### src/rtl/handball_game_param.sv
// Single-player LED-bar handball: a one-hot ball runs to the wall at bit 0 and back.
// The player must strike it inside the top HIT_WIN positions; score, misses and early swings are tracked.
module handball_game_param #(
  parameter int WIDTH    = 8,
  parameter int TICK_DIV = 4,
  parameter int MIN_DIV  = 1,
  parameter int HIT_WIN  = 1,
  parameter int SCORE_W  = 4,
  parameter int SPEEDUP  = 0
) (
  input  logic               CLKK,
  input  logic               RESET,
  input  logic               START,
  input  logic               PULSER,
  output logic [WIDTH-1:0]   LGOUT,
  output logic [SCORE_W-1:0] SCORE,
  output logic               GAME_OVER,
  output logic               BALL_DIR
);

  localparam int PW = $clog2(TICK_DIV + 1);
  localparam logic [PW-1:0]      TD_P      = PW'(TICK_DIV);
  localparam logic [PW-1:0]      MD_P      = PW'(MIN_DIV);
  localparam logic [WIDTH-1:0]   WIN_MASK  = {WIDTH{1'b1}} << (WIDTH - HIT_WIN);
  localparam logic [WIDTH-1:0]   BALL_TOP  = {1'b1, {(WIDTH-1){1'b0}}};
  localparam logic [WIDTH-1:0]   BALL_BIT1 = {{(WIDTH-2){1'b0}}, 2'b10};
  localparam logic [SCORE_W-1:0] SCORE_MAX = {SCORE_W{1'b1}};

  typedef enum logic [1:0] {
    S_IDLE = 2'd0,
    S_OUT  = 2'd1,
    S_BACK = 2'd2,
    S_OVER = 2'd3
  } state_t;

  state_t             state_q;
  logic [WIDTH-1:0]   lgout_q;
  logic [SCORE_W-1:0] score_q;
  logic               game_over_q;
  logic               ball_dir_q;
  logic [PW-1:0]      period_q;
  logic [PW-1:0]      tick_cnt_q;
  logic               pulser_prev_q;

  logic press_s;
  logic step_s;
  logic in_win_s;

  always_comb begin
    press_s  = PULSER & ~pulser_prev_q;
    step_s   = (tick_cnt_q == (period_q - PW'(1)));
    in_win_s = |(lgout_q & WIN_MASK);
  end

  // Priority: RESET > START > press (hit/fault) > ball step
  always_ff @(posedge CLKK) begin
    pulser_prev_q <= RESET ? 1'b1 : PULSER;
    if (RESET) begin
      state_q     <= S_IDLE;
      lgout_q     <= '0;
      score_q     <= '0;
      game_over_q <= 1'b0;
      ball_dir_q  <= 1'b0;
      period_q    <= TD_P;
      tick_cnt_q  <= '0;
    end else if (START) begin
      state_q     <= S_OUT;
      lgout_q     <= BALL_TOP;
      score_q     <= '0;
      game_over_q <= 1'b0;
      ball_dir_q  <= 1'b0;
      period_q    <= TD_P;
      tick_cnt_q  <= '0;
    end else begin
      case (state_q)
        S_IDLE: begin
          lgout_q <= '0;
        end
        S_OUT: begin
          if (press_s) begin
            state_q     <= S_OVER;
            lgout_q     <= '1;
            game_over_q <= 1'b1;
          end else if (step_s) begin
            tick_cnt_q <= '0;
            if (lgout_q[0]) begin
              lgout_q    <= BALL_BIT1;
              ball_dir_q <= 1'b1;
              state_q    <= S_BACK;
            end else begin
              lgout_q <= lgout_q >> 1;
            end
          end else begin
            tick_cnt_q <= tick_cnt_q + PW'(1);
          end
        end
        S_BACK: begin
          if (press_s) begin
            if (in_win_s) begin
              // The ball holds its position; only the direction flips.
              state_q    <= S_OUT;
              ball_dir_q <= 1'b0;
              tick_cnt_q <= '0;
              if (score_q != SCORE_MAX) begin
                score_q <= score_q + SCORE_W'(1);
              end
              if ((SPEEDUP != 0) && (period_q > MD_P)) begin
                period_q <= period_q - PW'(1);
              end
            end else begin
              state_q     <= S_OVER;
              lgout_q     <= '1;
              game_over_q <= 1'b1;
            end
          end else if (step_s) begin
            tick_cnt_q <= '0;
            if (lgout_q[WIDTH-1]) begin
              state_q     <= S_OVER;
              lgout_q     <= '1;
              game_over_q <= 1'b1;
            end else begin
              lgout_q <= {lgout_q[WIDTH-2:0], 1'b0};
            end
          end else begin
            tick_cnt_q <= tick_cnt_q + PW'(1);
          end
        end
        S_OVER: begin
          lgout_q     <= '1;
          game_over_q <= 1'b1;
        end
        default: begin
          state_q <= S_IDLE;
          lgout_q <= '0;
        end
      endcase
    end
  end

  assign LGOUT     = lgout_q;
  assign SCORE     = score_q;
  assign GAME_OVER = game_over_q;
  assign BALL_DIR  = ball_dir_q;

endmodule

### config.mk
export PLATFORM = sky130hd
export DESIGN_NAME = handball_game_param
export DESIGN_NICKNAME = d
export VERILOG_FILES = /design/src/rtl/handball_game_param.sv
export SDC_FILE = /design/constraint.sdc
export NUM_CORES = 1
export LEC_CHECK = 0
export ABC_AREA = 1
export CAP_MARGIN = 20
export CORE_MARGIN = 4
export CORE_UTILIZATION = 43
export CTS_CLUSTER_DIAMETER = 50
export DETAILED_ROUTE_END_ITERATION = 7
export GPL_TIMING_DRIVEN = 1
export PLACE_DENSITY_LB_ADDON = 0.05
export SLEW_MARGIN = 30
export SYNTH_ARGS = -nofsm -noshare
export SYNTH_HDL_FRONTEND = slang
export SYNTH_SLANG_ARGS = --single-unit
### constraint.sdc
create_clock -name CLKK -period 2.65 [get_ports CLKK]
set_input_delay 0.265 -clock CLKK [delete_from_list [all_inputs] [get_ports CLKK]]
set_output_delay 0.265 -clock CLKK [all_outputs]
set_load 0.05 [all_outputs]
==> results.md <==
* DP HPWL at 2.29 mm
* Final instance area at 1520 µm²
* Max cap viols at 0
* DRC Markers at 0
* Fill cells at 289
* LEAKAGE at 0.664 nW
* Final #Nets at 226
* Final GP Congestion at 0.904
* Slew @ Worst Pin at 0.498 ns
* Via density per instance at 5.35
* RSZ-0062 raised after global routing: false
* Clock share of power at 0.365
* Grt ovf at 0
* Top post-synthesis cells by count: nand2_1, nor2_1, inv_1
* Post-Syn Instances at 194
* Critical Path Max Stage Delay at 0.88 ns
* Most frequent cell after synthesis: nand2_1
* Asr flop ratio synth at 0
* I/O Pins at 18
* Cells on Worst Hold Path at 2
* Pint at 0.506 mW
* Die Span Y at 62.6 µm
* FF-to-FF path depth at 9
* Initial Utilization at 0.457
* Met2 WL at 1.54 mm
* FF-to-FF setup slack at 0.76 ns
* Dominant cell type by area after synthesis: dfxtp_1
* Root Buffer Master: clkbuf_4
* CTS H-Tree Depth at 1
* Power Total at 0.703 mW
* Post-DP Area at 1470 µm²
* Skew-Pair Late Insertion Delay at 0.31 ns
* Total core area at 2810 µm²
* Area growth syn-to-layout at 18.8%
* WS Path Type: flop to primary output
* CTS tree: built
* Number of synthesized register bits at 20
* Max FO, Critical Path at 10
* Syn_area_per_cell at 6.61 µm²
* Die W at 62.6 µm
* Crit path DAT at 1.78 ns
* Maximum root-to-sink buffer count at 2
* Mapped Area at 1280 µm²
* DRT met1 WL at 1.40 mm
* Largest net degree at the start of global routing at 19
* P_sw at 0.197 mW
* TritonCTS Buffers at 3
* Synth warn at 0
* Final hold vios at 0
* Global-route wire length before repair at 5.63 mm
* DR WL met3 at 118 µm
* Area contributors post-synth: dfxtp_1, nand2_1, ha_1
* Mapped Nets at 207
* Final min period at 2.05 ns
* Hold Path Class: flop to flop
* Combinational Power Share at 0.181
* Clk sink count at 20
* Share of the synthesized area in the top cell type at 0.312
* Slew HR at 0.667
* Final ANT Viol Nets at 0
* Worst hold start: tick_cnt_q[2]
* Port Buffer Count at 17
* RR Startpoint: state_q[0]
* Crit path buffers/inverters at 1
* Clock-pin slew on the worst setup and hold paths at 0.13 ns
* Post-cts resize count at 0
* Routed length per instance at 12.6 µm
* Post-synth EDFFs at 0
* Highest Signal Layer: met4
* Cell family with most CP delay: buffers and inverters
* Standard-cell rows at 19
* Peak VDD IR at 0.347 mV
* Hold WS at 0.459 ns
* Sequential area share after synthesis at 0.312
* Final WL at 3.07 mm
* GRT Util Overall at 0.175
* # diodes at 0
* Max Freq at 489 MHz
* Fin Setup TNS at 0 ns
* Ys flop type: dfxtp_1
* Finish-stage setup viols at 0
* Post-CTS Setup Inserts at 0
* DRT iter0 DRCs at 94
* Worst path slowest cell: clkdlybuf4s50_1
* Share of layout cells above drive strength 1 at 0.0613
* CTS Hold Bufs at 0
* Vias in the first global route at 1,245
* Worst path cell trace: clkdlybuf4s50_1
* Vias at 1,299
* Fin crit share at 0.772
* Initial antenna violation count at 0
* Outcome: finished clean
* Hold Path Sink: tick_cnt_q[2]
* Final Max Slew Viols at 0
* CP required at 2.38 ns
* Critical Path Sink Type: primary output
* Power per cell area at 461 nW/µm²
* FF-to-FF End: state_q[0]
* Drt first pass iters at 4
* Crit path launch type: flop
* Die Area at 3920 µm²
* Clock Skew at 0.00917 ns
* Sw frac at 0.281
* Proportion of power drawn by flip-flops and latches at 0.453
* Netlist cell types at 24
## state kept, by name (all words and copies together) (netlist names)
name	count
LGOUT	8
SCORE	4
GAME_OVER	1
state_q	2
pulser_prev_q	1
tick_cnt_q	3
BALL_DIR	1
## cell families (layout without fill, tap and decap cells)
kind of cell    after synthesis  count (layout)  synth area share
xor+xnor                      1               1           0.00683
buf+inv                      26              44            0.0829
simple gates                108             108             0.377
compound gates               30              30             0.134
fa+ha+maj                     9               9            0.0878
flops                        20              20             0.312
## metal layers
layer / track usage / up-vias
li1: - / 664
met1: 0.220 / 603
met2: 0.290 / 30
met3: 0.0396 / 2
met4: 0.0634 / 0
met5: 0 / -
## layout by cell type (no fill, tap or decap), types with 3 or more instances in the layout
| cell | synthesis | layout |
|---|---|---|
| nand2_1 | 52 | 52 |
| nor2_1 | 23 | 23 |
| inv_1 | 22 | 22 |
| dfxtp_1 | 20 | 20 |
| nand3_1 | 19 | 19 |
| a21oi_1 | 18 | 18 |
| clkdlybuf4s50_1 | 0 | 17 |
| ha_1 | 9 | 9 |
| o21ai_0 | 7 | 7 |
| nand4_1 | 5 | 5 |
| clkbuf_4 | 0 | 3 |
## per-stage QoR
| step | utilization | setup slack, ns | std cells |
|---|---|---|---|
| after floorplan | - | 1.15 | 194 |
| after global placement | 0.525 | 0.900 | 239 |
| after detailed placement | 0.525 | 0.837 | 239 |
| after CTS | 0.543 | 0.590 | 243 |
| after global routing | 0.543 | 0.501 | 243 |
| final | 0.543 | 0.604 | 243 |
## final cells by class
| cell class | count | area (µm²) | share of cell area |
|---|---|---|---|
| flip-flops and latches | 20 | 400 | 0.263 |
| repair buffers | 17 | 170 | 0.112 |
| inverters | 23 | 86.3 | 0.0567 |
| clock buffers | 3 | 22.5 | 0.0148 |
| multi-input cells | 148 | 776 | 0.509 |
| well taps | 31 | 38.8 | 0.0255 |
| clock inverters | 1 | 30.0 | 0.0197 |
## power groups by stage
stage | combinational [mW] | sequential, mW | clock (mW)
after floorplan | 0.0874 | 0.332 | 0
after global placement | 0.125 | 0.325 | 0
after detailed placement | 0.127 | 0.325 | 0
after CTS | 0.128 | 0.319 | 0.260
after global routing | 0.144 | 0.321 | 0.278
final | 0.128 | 0.319 | 0.257
## worst max path at each step
stage,start,end,slack (ns),depth (start not counted)
after global placement,state_q[0],LGOUT[6],0.90,7
final,LGOUT[7],LGOUT[7],0.60,1
after detailed placement,state_q[0],state_q[0],0.84,9
after CTS,LGOUT[7],LGOUT[7],0.59,1
after floorplan,SCORE[0],SCORE[0],1.15,6
after global routing,LGOUT[7],LGOUT[7],0.50,1
Power figures use the tool's default switching activity.
